## src/rtl/yuv_pkg.sv

```systemverilog
// Shared constants and types for the RGB to YCbCr 4:2:0 converter.
// BT.601 limited-range coefficients are 8.8 fixed point.
package yuv_pkg;

  localparam int C_COEF_W = 9;

  localparam logic signed [C_COEF_W-1:0] C_YR = 9'sd66;
  localparam logic signed [C_COEF_W-1:0] C_YG = 9'sd129;
  localparam logic signed [C_COEF_W-1:0] C_YB = 9'sd25;
  localparam logic signed [C_COEF_W-1:0] C_UR = -9'sd38;
  localparam logic signed [C_COEF_W-1:0] C_UG = -9'sd74;
  localparam logic signed [C_COEF_W-1:0] C_UB = 9'sd112;
  localparam logic signed [C_COEF_W-1:0] C_VR = 9'sd112;
  localparam logic signed [C_COEF_W-1:0] C_VG = -9'sd94;
  localparam logic signed [C_COEF_W-1:0] C_VB = -9'sd18;

  localparam int C_Y_OFS = 16;
  localparam int C_C_OFS = 128;
  localparam int C_Y_MIN = 16;
  localparam int C_Y_MAX = 235;
  localparam int C_C_MIN = 16;
  localparam int C_C_MAX = 240;
  localparam int C_ROUND = 128;

  localparam int C_Y_LAT = 3;
  localparam int C_C_LAT = 4;

  // Per-pixel sideband that rides alongside the conversion pipeline.
  typedef struct packed {
    logic eol;
    logic fend;
    logic cline;
    logic xodd;
  } pix_tag_t;

endpackage

```

## src/rtl/rgb2ycbcr_core.sv

```systemverilog
// Three-stage RGB to YCbCr matrix: products, rounded sums with offsets,
// then clamp into the output registers. Valid follows the data unchanged.
module rgb2ycbcr_core
  import yuv_pkg::*;
#(
  parameter int DATA_W = 8,
  parameter int COEF_W = C_COEF_W
) (
  input  logic              clk,
  input  logic              rst,
  input  logic              pix_vld,
  input  logic [DATA_W-1:0] r,
  input  logic [DATA_W-1:0] g,
  input  logic [DATA_W-1:0] b,
  output logic              y_vld,
  output logic [DATA_W-1:0] y,
  output logic [DATA_W-1:0] cb,
  output logic [DATA_W-1:0] cr
);

  localparam int PROD_W = DATA_W + 1 + COEF_W;
  localparam int SUM_W  = PROD_W + 2;

  logic signed [PROD_W-1:0] yr_p0, yg_p0, yb_p0;
  logic signed [PROD_W-1:0] ur_p0, ug_p0, ub_p0;
  logic signed [PROD_W-1:0] vr_p0, vg_p0, vb_p0;
  logic signed [SUM_W-1:0]  y_p1, cb_p1, cr_p1;
  logic                     vld_p0, vld_p1;

  function automatic logic signed [PROD_W-1:0] mul(
    input logic [DATA_W-1:0]        px,
    input logic signed [COEF_W-1:0] c
  );
    logic signed [PROD_W-1:0] a;
    logic signed [PROD_W-1:0] k;
    a = PROD_W'(signed'({1'b0, px}));
    k = PROD_W'(c);
    return a * k;
  endfunction

  function automatic logic signed [SUM_W-1:0] round_ofs(
    input logic signed [SUM_W-1:0] acc,
    input int                      ofs
  );
    logic signed [SUM_W-1:0] t;
    t = (acc + SUM_W'(C_ROUND)) >>> 8;
    return t + SUM_W'(ofs);
  endfunction

  function automatic logic [DATA_W-1:0] sat(
    input logic signed [SUM_W-1:0] v,
    input int                      lo,
    input int                      hi
  );
    if (v < SUM_W'(lo)) return DATA_W'(lo);
    if (v > SUM_W'(hi)) return DATA_W'(hi);
    return v[DATA_W-1:0];
  endfunction

  // Stage 1: coefficient products
  always_ff @(posedge clk) begin
    yr_p0 <= mul(r, C_YR);
    yg_p0 <= mul(g, C_YG);
    yb_p0 <= mul(b, C_YB);
    ur_p0 <= mul(r, C_UR);
    ug_p0 <= mul(g, C_UG);
    ub_p0 <= mul(b, C_UB);
    vr_p0 <= mul(r, C_VR);
    vg_p0 <= mul(g, C_VG);
    vb_p0 <= mul(b, C_VB);
  end

  // Stage 2: sums, rounding and offsets
  always_ff @(posedge clk) begin
    y_p1  <= round_ofs(SUM_W'(yr_p0) + SUM_W'(yg_p0) + SUM_W'(yb_p0), C_Y_OFS);
    cb_p1 <= round_ofs(SUM_W'(ur_p0) + SUM_W'(ug_p0) + SUM_W'(ub_p0), C_C_OFS);
    cr_p1 <= round_ofs(SUM_W'(vr_p0) + SUM_W'(vg_p0) + SUM_W'(vb_p0), C_C_OFS);
  end

  // Stage 3: clamp into the output registers
  always_ff @(posedge clk) begin
    if (rst) begin
      vld_p0 <= 1'b0;
      vld_p1 <= 1'b0;
      y_vld  <= 1'b0;
      y      <= '0;
      cb     <= '0;
      cr     <= '0;
    end else begin
      vld_p0 <= pix_vld;
      vld_p1 <= vld_p0;
      y_vld  <= vld_p1;
      if (vld_p1) begin
        y  <= sat(y_p1, C_Y_MIN, C_Y_MAX);
        cb <= sat(cb_p1, C_C_MIN, C_C_MAX);
        cr <= sat(cr_p1, C_C_MIN, C_C_MAX);
      end
    end
  end

endmodule

```

## src/rtl/rgb_to_yuv420.sv

```systemverilog
// RGB to YCbCr 4:2:0 front end for the encoder: full-rate luma, horizontally
// averaged chroma on one line parity, and EOL / frame-end markers.
module rgb_to_yuv420
  import yuv_pkg::*;
#(
  parameter int G_DATA_WIDTH       = 8,
  parameter int G_RES_WIDTH        = 13,
  parameter int G_CHROMA_ODD_LINES = 0
) (
  input  logic                    SYS_CLK_I,
  input  logic                    RESET_I,
  input  logic                    FRAME_START_I,
  input  logic [G_RES_WIDTH-1:0]  HRES_I,
  input  logic [G_RES_WIDTH-1:0]  VRES_I,
  input  logic                    DATA_VALID_I,
  input  logic [G_DATA_WIDTH-1:0] DATA_R_I,
  input  logic [G_DATA_WIDTH-1:0] DATA_G_I,
  input  logic [G_DATA_WIDTH-1:0] DATA_B_I,
  output logic                    Y_VALID_O,
  output logic [G_DATA_WIDTH-1:0] Y_O,
  output logic                    C_VALID_O,
  output logic [G_DATA_WIDTH-1:0] CB_O,
  output logic [G_DATA_WIDTH-1:0] CR_O,
  output logic                    EOL_O,
  output logic                    FRAME_END_O
);

  localparam int   RW    = G_RES_WIDTH;
  localparam int   DW    = G_DATA_WIDTH;
  localparam logic C_PAR = (G_CHROMA_ODD_LINES != 0);

  logic [RW-1:0] hres_q, vres_q, x_cnt, y_cnt;
  logic [RW-1:0] hres_eff, vres_eff, x_cur, y_cur;
  logic          last_x, last_y;
  pix_tag_t      tag_in, tag_p0, tag_p1, tag_p2;
  logic [DW-1:0] c_cb, c_cr, pend_cb, pend_cr;
  logic          pend_vld;

  function automatic logic [RW-1:0] res_floor(input logic [RW-1:0] v);
    return (v < RW'(2)) ? RW'(2) : v;
  endfunction

  function automatic logic [DW-1:0] avg(input logic [DW-1:0] a, input logic [DW-1:0] c);
    logic [DW:0] s;
    s = {1'b0, a} + {1'b0, c} + (DW+1)'(1);
    return s[DW:1];
  endfunction

  // A pixel arriving with FRAME_START_I belongs to the new frame at (0,0).
  assign hres_eff = res_floor(FRAME_START_I ? HRES_I : hres_q);
  assign vres_eff = res_floor(FRAME_START_I ? VRES_I : vres_q);
  assign x_cur    = FRAME_START_I ? '0 : x_cnt;
  assign y_cur    = FRAME_START_I ? '0 : y_cnt;
  assign last_x   = (x_cur == hres_eff - RW'(1));
  assign last_y   = (y_cur == vres_eff - RW'(1));
  assign tag_in   = '{eol: last_x, fend: last_x && last_y,
                      cline: (y_cur[0] == C_PAR), xodd: x_cur[0]};

  always_ff @(posedge SYS_CLK_I) begin
    if (RESET_I) begin
      hres_q <= '0;
      vres_q <= '0;
      x_cnt  <= '0;
      y_cnt  <= '0;
    end else begin
      if (FRAME_START_I) begin
        hres_q <= res_floor(HRES_I);
        vres_q <= res_floor(VRES_I);
      end
      if (DATA_VALID_I) begin
        if (last_x) begin
          x_cnt <= '0;
          y_cnt <= last_y ? '0 : y_cur + RW'(1);
        end else begin
          x_cnt <= x_cur + RW'(1);
          y_cnt <= y_cur;
        end
      end else if (FRAME_START_I) begin
        x_cnt <= '0;
        y_cnt <= '0;
      end
    end
  end

  rgb2ycbcr_core #(
    .DATA_W (DW),
    .COEF_W (C_COEF_W)
  ) u_core (
    .clk     (SYS_CLK_I),
    .rst     (RESET_I),
    .pix_vld (DATA_VALID_I),
    .r       (DATA_R_I),
    .g       (DATA_G_I),
    .b       (DATA_B_I),
    .y_vld   (Y_VALID_O),
    .y       (Y_O),
    .cb      (c_cb),
    .cr      (c_cr)
  );

  // Stages 1-3: sideband tags kept in step with the core pipeline
  always_ff @(posedge SYS_CLK_I) begin
    tag_p0 <= tag_in;
    tag_p1 <= tag_p0;
    tag_p2 <= tag_p1;
  end

  assign EOL_O       = Y_VALID_O && tag_p2.eol;
  assign FRAME_END_O = Y_VALID_O && tag_p2.fend;

  // Stage 4: chroma pairing; an even pixel closing a line is never held
  always_ff @(posedge SYS_CLK_I) begin
    if (RESET_I) begin
      C_VALID_O <= 1'b0;
      CB_O      <= '0;
      CR_O      <= '0;
      pend_vld  <= 1'b0;
    end else begin
      C_VALID_O <= 1'b0;
      if (Y_VALID_O && tag_p2.cline && tag_p2.xodd && pend_vld) begin
        C_VALID_O <= 1'b1;
        CB_O      <= avg(pend_cb, c_cb);
        CR_O      <= avg(pend_cr, c_cr);
      end
      if (FRAME_START_I)
        pend_vld <= 1'b0;
      else if (Y_VALID_O && tag_p2.cline && !tag_p2.xodd && !tag_p2.eol)
        pend_vld <= 1'b1;
      else if (Y_VALID_O)
        pend_vld <= 1'b0;
    end
  end

  always_ff @(posedge SYS_CLK_I) begin
    if (Y_VALID_O && tag_p2.cline && !tag_p2.xodd) begin
      pend_cb <= c_cb;
      pend_cr <= c_cr;
    end
  end

endmodule

```

## config.mk

```make
export PLATFORM = sky130hd
export DESIGN_NAME = rgb_to_yuv420
export DESIGN_NICKNAME = d
export VERILOG_FILES = /design/src/rtl/yuv_pkg.sv /design/src/rtl/rgb2ycbcr_core.sv /design/src/rtl/rgb_to_yuv420.sv
export SDC_FILE = /design/constraint.sdc
export NUM_CORES = 1
export LEC_CHECK = 0
export ABC_CLOCK_PERIOD_IN_PS = 4700
export BUFFER_PORTS_ARGS = -buffer_cell sky130_fd_sc_hd__buf_4
export CORE_MARGIN = 4
export CORE_UTILIZATION = 30
export DETAILED_ROUTE_END_ITERATION = 7
export GPL_TIMING_DRIVEN = 0
export HOLD_SLACK_MARGIN = 0.12
export SYNTH_ARGS = -nofsm -noshare
export SYNTH_HDL_FRONTEND = slang
export SYNTH_SLANG_ARGS = --single-unit
```

## constraint.sdc

```tcl
create_clock -name SYS_CLK_I -period 4.7 [get_ports SYS_CLK_I]
set_input_delay 0.47 -clock SYS_CLK_I [delete_from_list [all_inputs] [get_ports SYS_CLK_I]]
set_output_delay 0.47 -clock SYS_CLK_I [all_outputs]
set_load 0.05 [all_outputs]
```

Yosys cells after proc, flatten, opt, wreduce, memory -nomap -nowiden

Cells that the tools add are included.

Bits of input ports: 54
Word-level logic and storage cells: 143
Flip-flop bits (word level): 311
Output and inout port bits: 28

Bitwise operators: 1
Reduce and logical (&&, ||, !) cells: 12
Equality and inequality tests: 2
Multiplexer cells: 49
Add/subtract/negate cells: 20
Magnitude comparators: 10
$mul: 9

Operators by type and width:

| cell                    | number |
|---|---|
| $mux W13                | 13 |
| $mux W8                 | 12 |
| $add A20 B9 Y20 const B | 3 |
| $gt A20 B9 Y1 const B   | 3 |
| $lt A20 B6 Y1 const B   | 3 |
| $lt A13 B2 Y1 const B   | 4 |
| $add A16 B17 Y18        | 2 |
| $mul A9 B7 Y16 const B  | 2 |
| $add A12 B9 Y13 const B | 2 |
| $add A13 B1 Y13 const B | 2 |
| $eq A13 B13 Y1          | 2 |
| $sub A13 B1 Y13 const B | 2 |
| $mux W1                 | 24 |
| $mul A8 B3 Y11 const B  | 2 |
| $add A19 B14 Y20        | 1 |
| $add A18 B15 Y19        | 1 |
| $add A18 B16 Y19        | 1 |
| $add A8 B8 Y9           | 2 |
| $add A9 B1 Y9 const B   | 2 |
| $add A15 B16 Y17        | 1 |
| $mul A8 B8 Y16 const B  | 1 |
| $mul A9 B6 Y15 const B  | 1 |
| $mul A8 B6 Y14 const B  | 1 |
| $mul A9 B5 Y14 const B  | 1 |
| other kinds (7)         | 15 |

Depth between registers and ports, before layout

Depth after elaboration: 9
Depth in mapped cells: 21
Gate-level depth less buffers: 21

Hierarchy

Synthesis repeated with hierarchy kept, for this count alone.

Cells, all modules: 1972
Area, all modules: 19009.5 µm²

By module, submodules not included:

| module         | cells an instance | area each (µm²) | instances |
|---|---|---|---|
| rgb2ycbcr_core | 1302              | 13225.2         | 1 |
| rgb_to_yuv420  | 670               | 5784.3          | 1 |

Least setup slack after synthesis

No wires, ideal clock.

Kind: input to register
Start point: in DATA_G_I[2]
End point: reg u_core.ug_p0[16] (netlist name)
Library setup time: 72 ps
Stages on the path: 18
Data required time: 4628 ps
Setup slack: 582 ps
Arrival time: 4045 ps
Path through: inv_1 -> ha_1 -> inv_1 -> ha_1 -> inv_1 -> fa_1 -> fa_1 -> inv_1 -> ha_1 -> a21o_1 -> a21oi_1 -> o21bai_1 -> a21oi_1 -> o21bai_1 -> a21oi_1 -> o21ai_0 -> o41ai_1 -> xnor2_1

Longest elaborated chain between the ends: 1

Ends and longest elaborated chain:

| what           | RTL line             | source |
|---|---|---|
| from (decl)    | rgb_to_yuv420.sv:17  | `input logic [G_DATA_WIDTH-1:0] DATA_G_I,` |
| $mul A9 B7 Y16 | rgb2ycbcr_core.sv:38 | `return a * k;` |

Every way passes these cells.
A chain may end at the register's enable or synchronous reset.

Worst setup path in the final report

Start point: in DATA_G_I[1]
End point: reg u_core.ug_p0[16] (netlist name)

Longest elaborated chain between the ends: 1

Ends and longest elaborated chain:

| what           | RTL line |
|---|---|
| $mul A9 B7 Y16 | rgb2ycbcr_core.sv:38 |

Every way passes these cells.

==> results.cfg <==
[drt]
routedWlPerCell_um = 15.5
route.detailed.drc = 0
via_per_inst = 4.78
drt_wl_total_mm = 46.8
drt_iter0_markers = 761
num_vias = 14400
postRouteAntennaNets = 0
drtPass1Iterations = 5

[worst_setup_path]
crit_path_start_kind = input pin
crit_top_cell = inv_1
path_class = input pin to register
worstPathArrival_ns = 4.95
slowest_delay_ns = 0.57
crit_buf_inv = 6
slowest_stage = fa_1
r2r_end = u_core.cb_p1[11]$_DFF_P_
reg2reg_from = u_core.yb_p0[0]$_DFF_P_
r2r_cells = 15
path_delay_family = adder cells
worstPathCellList = dlygate4sd3_1, buf_4, inv_1, ha_1, inv_1, ha_1, inv_1, fa_1, fa_1, inv_1, ha_1, a21o_1, a21oi_1, o21bai_1, a21oi_2, o21bai_1, a21oi_1, o21ai_1, o41ai_2, xnor2_1
end_kind = register
worstPathRequired_ns = 5.20
reg2reg_setup_slack_ns = 0.30
cp_max_fo = 8

[floorplan]
core-area_um2 = 63000
initial_core_util_pct = 30.3
die_w_um = 260
io_pins = 82
die_area_um2 = 67600
core.rowCount = 92
die_h_um = 260

[sta]
whs_ns = 0.150
hold_viol_final = 0
period_minus_slack_ns = 4.45
fin_skew_ns = 0.0128
setup_violations = 0
fmax_ghz = 0.225
fin_crit_sh_pct = 94.8
tightest_slew_ns = 1.01
finalMaxSlewViolations = 0
relSlewSlack_pct = 32.0
rsz0062_at_grt = false

[synth]
synth_top_area_cell = dfxtp_1
synth.distinct_cells = 78
ys_ff_latch = 277
yosysTopAreaCellShare_pct = 27.4
syn_inst = 2021
synth.avg_cell_area_um2 = 9.43
synth_ff_type = dfxtp_1
synth_edf_count = 16
ys_warn_count = 0
async_reset_ff_share_pct = 0
synth_most_common_cell = ha_1
ys_seq_area_share_pct = 29.9
syn-cell-area_um2 = 19100
synth_commonest_cells = ha_1 (295), dfxtp_1 (261), inv_1 (221), nor2_1 (133)
synthTopCellsByArea = dfxtp_1 (27%), ha_1 (19%), fa_1 (9.1%), xnor2_1 (5.3%), inv_1 (4.4%)
syn_nets = 2457

[run_status]
status = finished, final reports clean

[cts]
post_cts_buffers = 0
cts_buffers = 31
cts.clk_slew.worst_paths_ns = 0.06
htreeDepth = 1
cts_root_buf = clkbuf_16
clock_latency_ns = 0.57
cts_sinks = 277
clock_path_buffers = 3
cts_tree = built

[min_path]
hold_depth = 1
hp-class = input pin to register
holdPathEnd = u_core.yr_p0[3]$_DFF_P_
min_from = DATA_R_I[2]

[cells_and_area]
syn_to_final_growth_pct = 14.9
drive_above_1_share_pct = 8.11
num_antenna_cells = 0
nets = 2580
finalInstanceArea_um2 = 21900
nFillCells = 6383

[global_routing]
grt_overflow = 0
grt_pass1_wl_mm = 76.3
grt_usage_pct = 13.9
grt_pass1_vias = 14600
antenna_found_initial = 1
grt_max_degree = 17

[placement]
portBuffers = 78
hpwl_mm = 37.7
finalWeightedCongestion = 0.879
placed_cell_area_um2 = 20700

[pwr]
ir_drop_v = 0.000594
powerDensity_nw_per_um2 = 639
p_leak_uw = 0.00992
finalPower_uw = 14000

[flow_run]
maxCapViolations = 0
## sequential cells by signal (all words and copies together) (netlist names), 13 cells and up
| signal | count |
|---|---|
| u_core.yg_p0 | 16 |
| u_core.cb_p1 | 13 |
| u_core.cr_p1 | 13 |
| y_cnt | 13 |
| u_core.ug_p0 | 15 |
| vres_q | 13 |
| hres_q | 13 |
| u_core.yb_p0 | 13 |
| x_cnt | 13 |
| u_core.ur_p0 | 15 |
## metrics by stage
stage	std cells	setup slack (ns)	TNS (ns)	utilization (%)
after CTS	3014	0.0256	0	34.7
after floorplan	2021	0.582	0	-
after detailed placement	2945	-0.280	-3.48	32.9
final	3015	0.246	0	34.8
after global routing	3015	0.00468	0	34.8
after global placement	2945	-0.247	-2.87	32.9
## worst max path at each step
stage | start | to | slack [ns] | cells after the start
floorplan | DATA_G_I[2] | u_core.ug_p0[16]$_DFF_P_ | 0.58 | 18
global placement | FRAME_START_I | y_cnt[4]$_SDFF_PP0_ | -0.25 | 18
CTS | u_core.yb_p0[0]$_DFF_P_ | u_core.cb_p1[11]$_DFF_P_ | 0.03 | 15
global route | DATA_G_I[1] | u_core.ug_p0[16]$_DFF_P_ | 0.005 | 20
detailed placement | FRAME_START_I | y_cnt[4]$_SDFF_PP0_ | -0.28 | 18
finish | DATA_G_I[1] | u_core.ug_p0[16]$_DFF_P_ | 0.25 | 20
## cell type report
class                           instances  area, um2  share of cell area [%]
Multi-Input combinational cell       1480      12400                    56.6
Clock inverter                         15        143                   0.651
Clock buffer                           43        881                    4.02
Timing Repair Buffer                   90        706                    3.22
Buffer                                 42        193                   0.879
Sequential cell                       277       5710                    26.0
Tap cell                              846       1060                    4.83
Inverter                              222        833                    3.80
## layout by cell type, fill, tap and decap left out, types with 31 or more instances in the layout
cell / netlist / layout
dfxtp_1: 261 / 261
clkbuf_1: 26 / 32
ha_1: 295 / 295
nand2_1: 108 / 108
o21ai_0: 72 / 70
a21oi_1: 116 / 114
nor2_1: 133 / 132
xnor2_1: 116 / 116
nor3_1: 49 / 49
fa_1: 87 / 87
xor2_1: 68 / 68
clkbuf_16: 0 / 31
nand3_1: 38 / 38
inv_1: 221 / 221
buf_4: 1 / 79
## what timing repair did
item | CTS | global route
hold buffers | 11 | 1
endpoints found under the hold margin | 11 | 1
resized for setup | 2 | 11
cloned | 0 | 0
endpoints found under the setup margin | 1 | 6
pin swaps | 0 | 1
## worst reg2reg max path: cells and delay by family, from the launching register on
family / cells / cell delay [ns]
xor gates and xnor gates: 1 / 0.19
AOI/OAI and AO/OA: 4 / 0.85
and+or+nand+nor: 5 / 1.72
adders and majority gates: 3 / 1.05
DFF: 1 / 0.39
buffers and inverters: 2 / 0.14
## metal layers
layer	track usage, %	wire [um]	up-vias
li1	-	-	7243
met4	3.55	1240	2
met3	1.76	2090	91
met1	18.2	21400	6785
met2	24.2	22100	288
met5	0	12	-
## report_power, final
part | internal, uW | leakage (uW) | switching [uW] | total (uW)
Sequential | 2990 | 0.00232 | 305 | 3300
Combinational | 3540 | 0.00710 | 4730 | 8270
Clock | 1420 | 0.000503 | 1010 | 2430
## cell families (layout without fill, tap and decap cells)
logic type	after synthesis	count (layout)	share of synthesized area, %
compound gates	378	378	12.7
xor+xnor	185	185	8.57
fa+ha+maj	385	385	28.7
buf+inv	264	412	5.38
flops	277	277	29.9
mux	21	21	1.13
other cells	1	1	0.0197
simple gates	510	510	13.6
No activity file was read; power rests on OpenSTA's default activity.
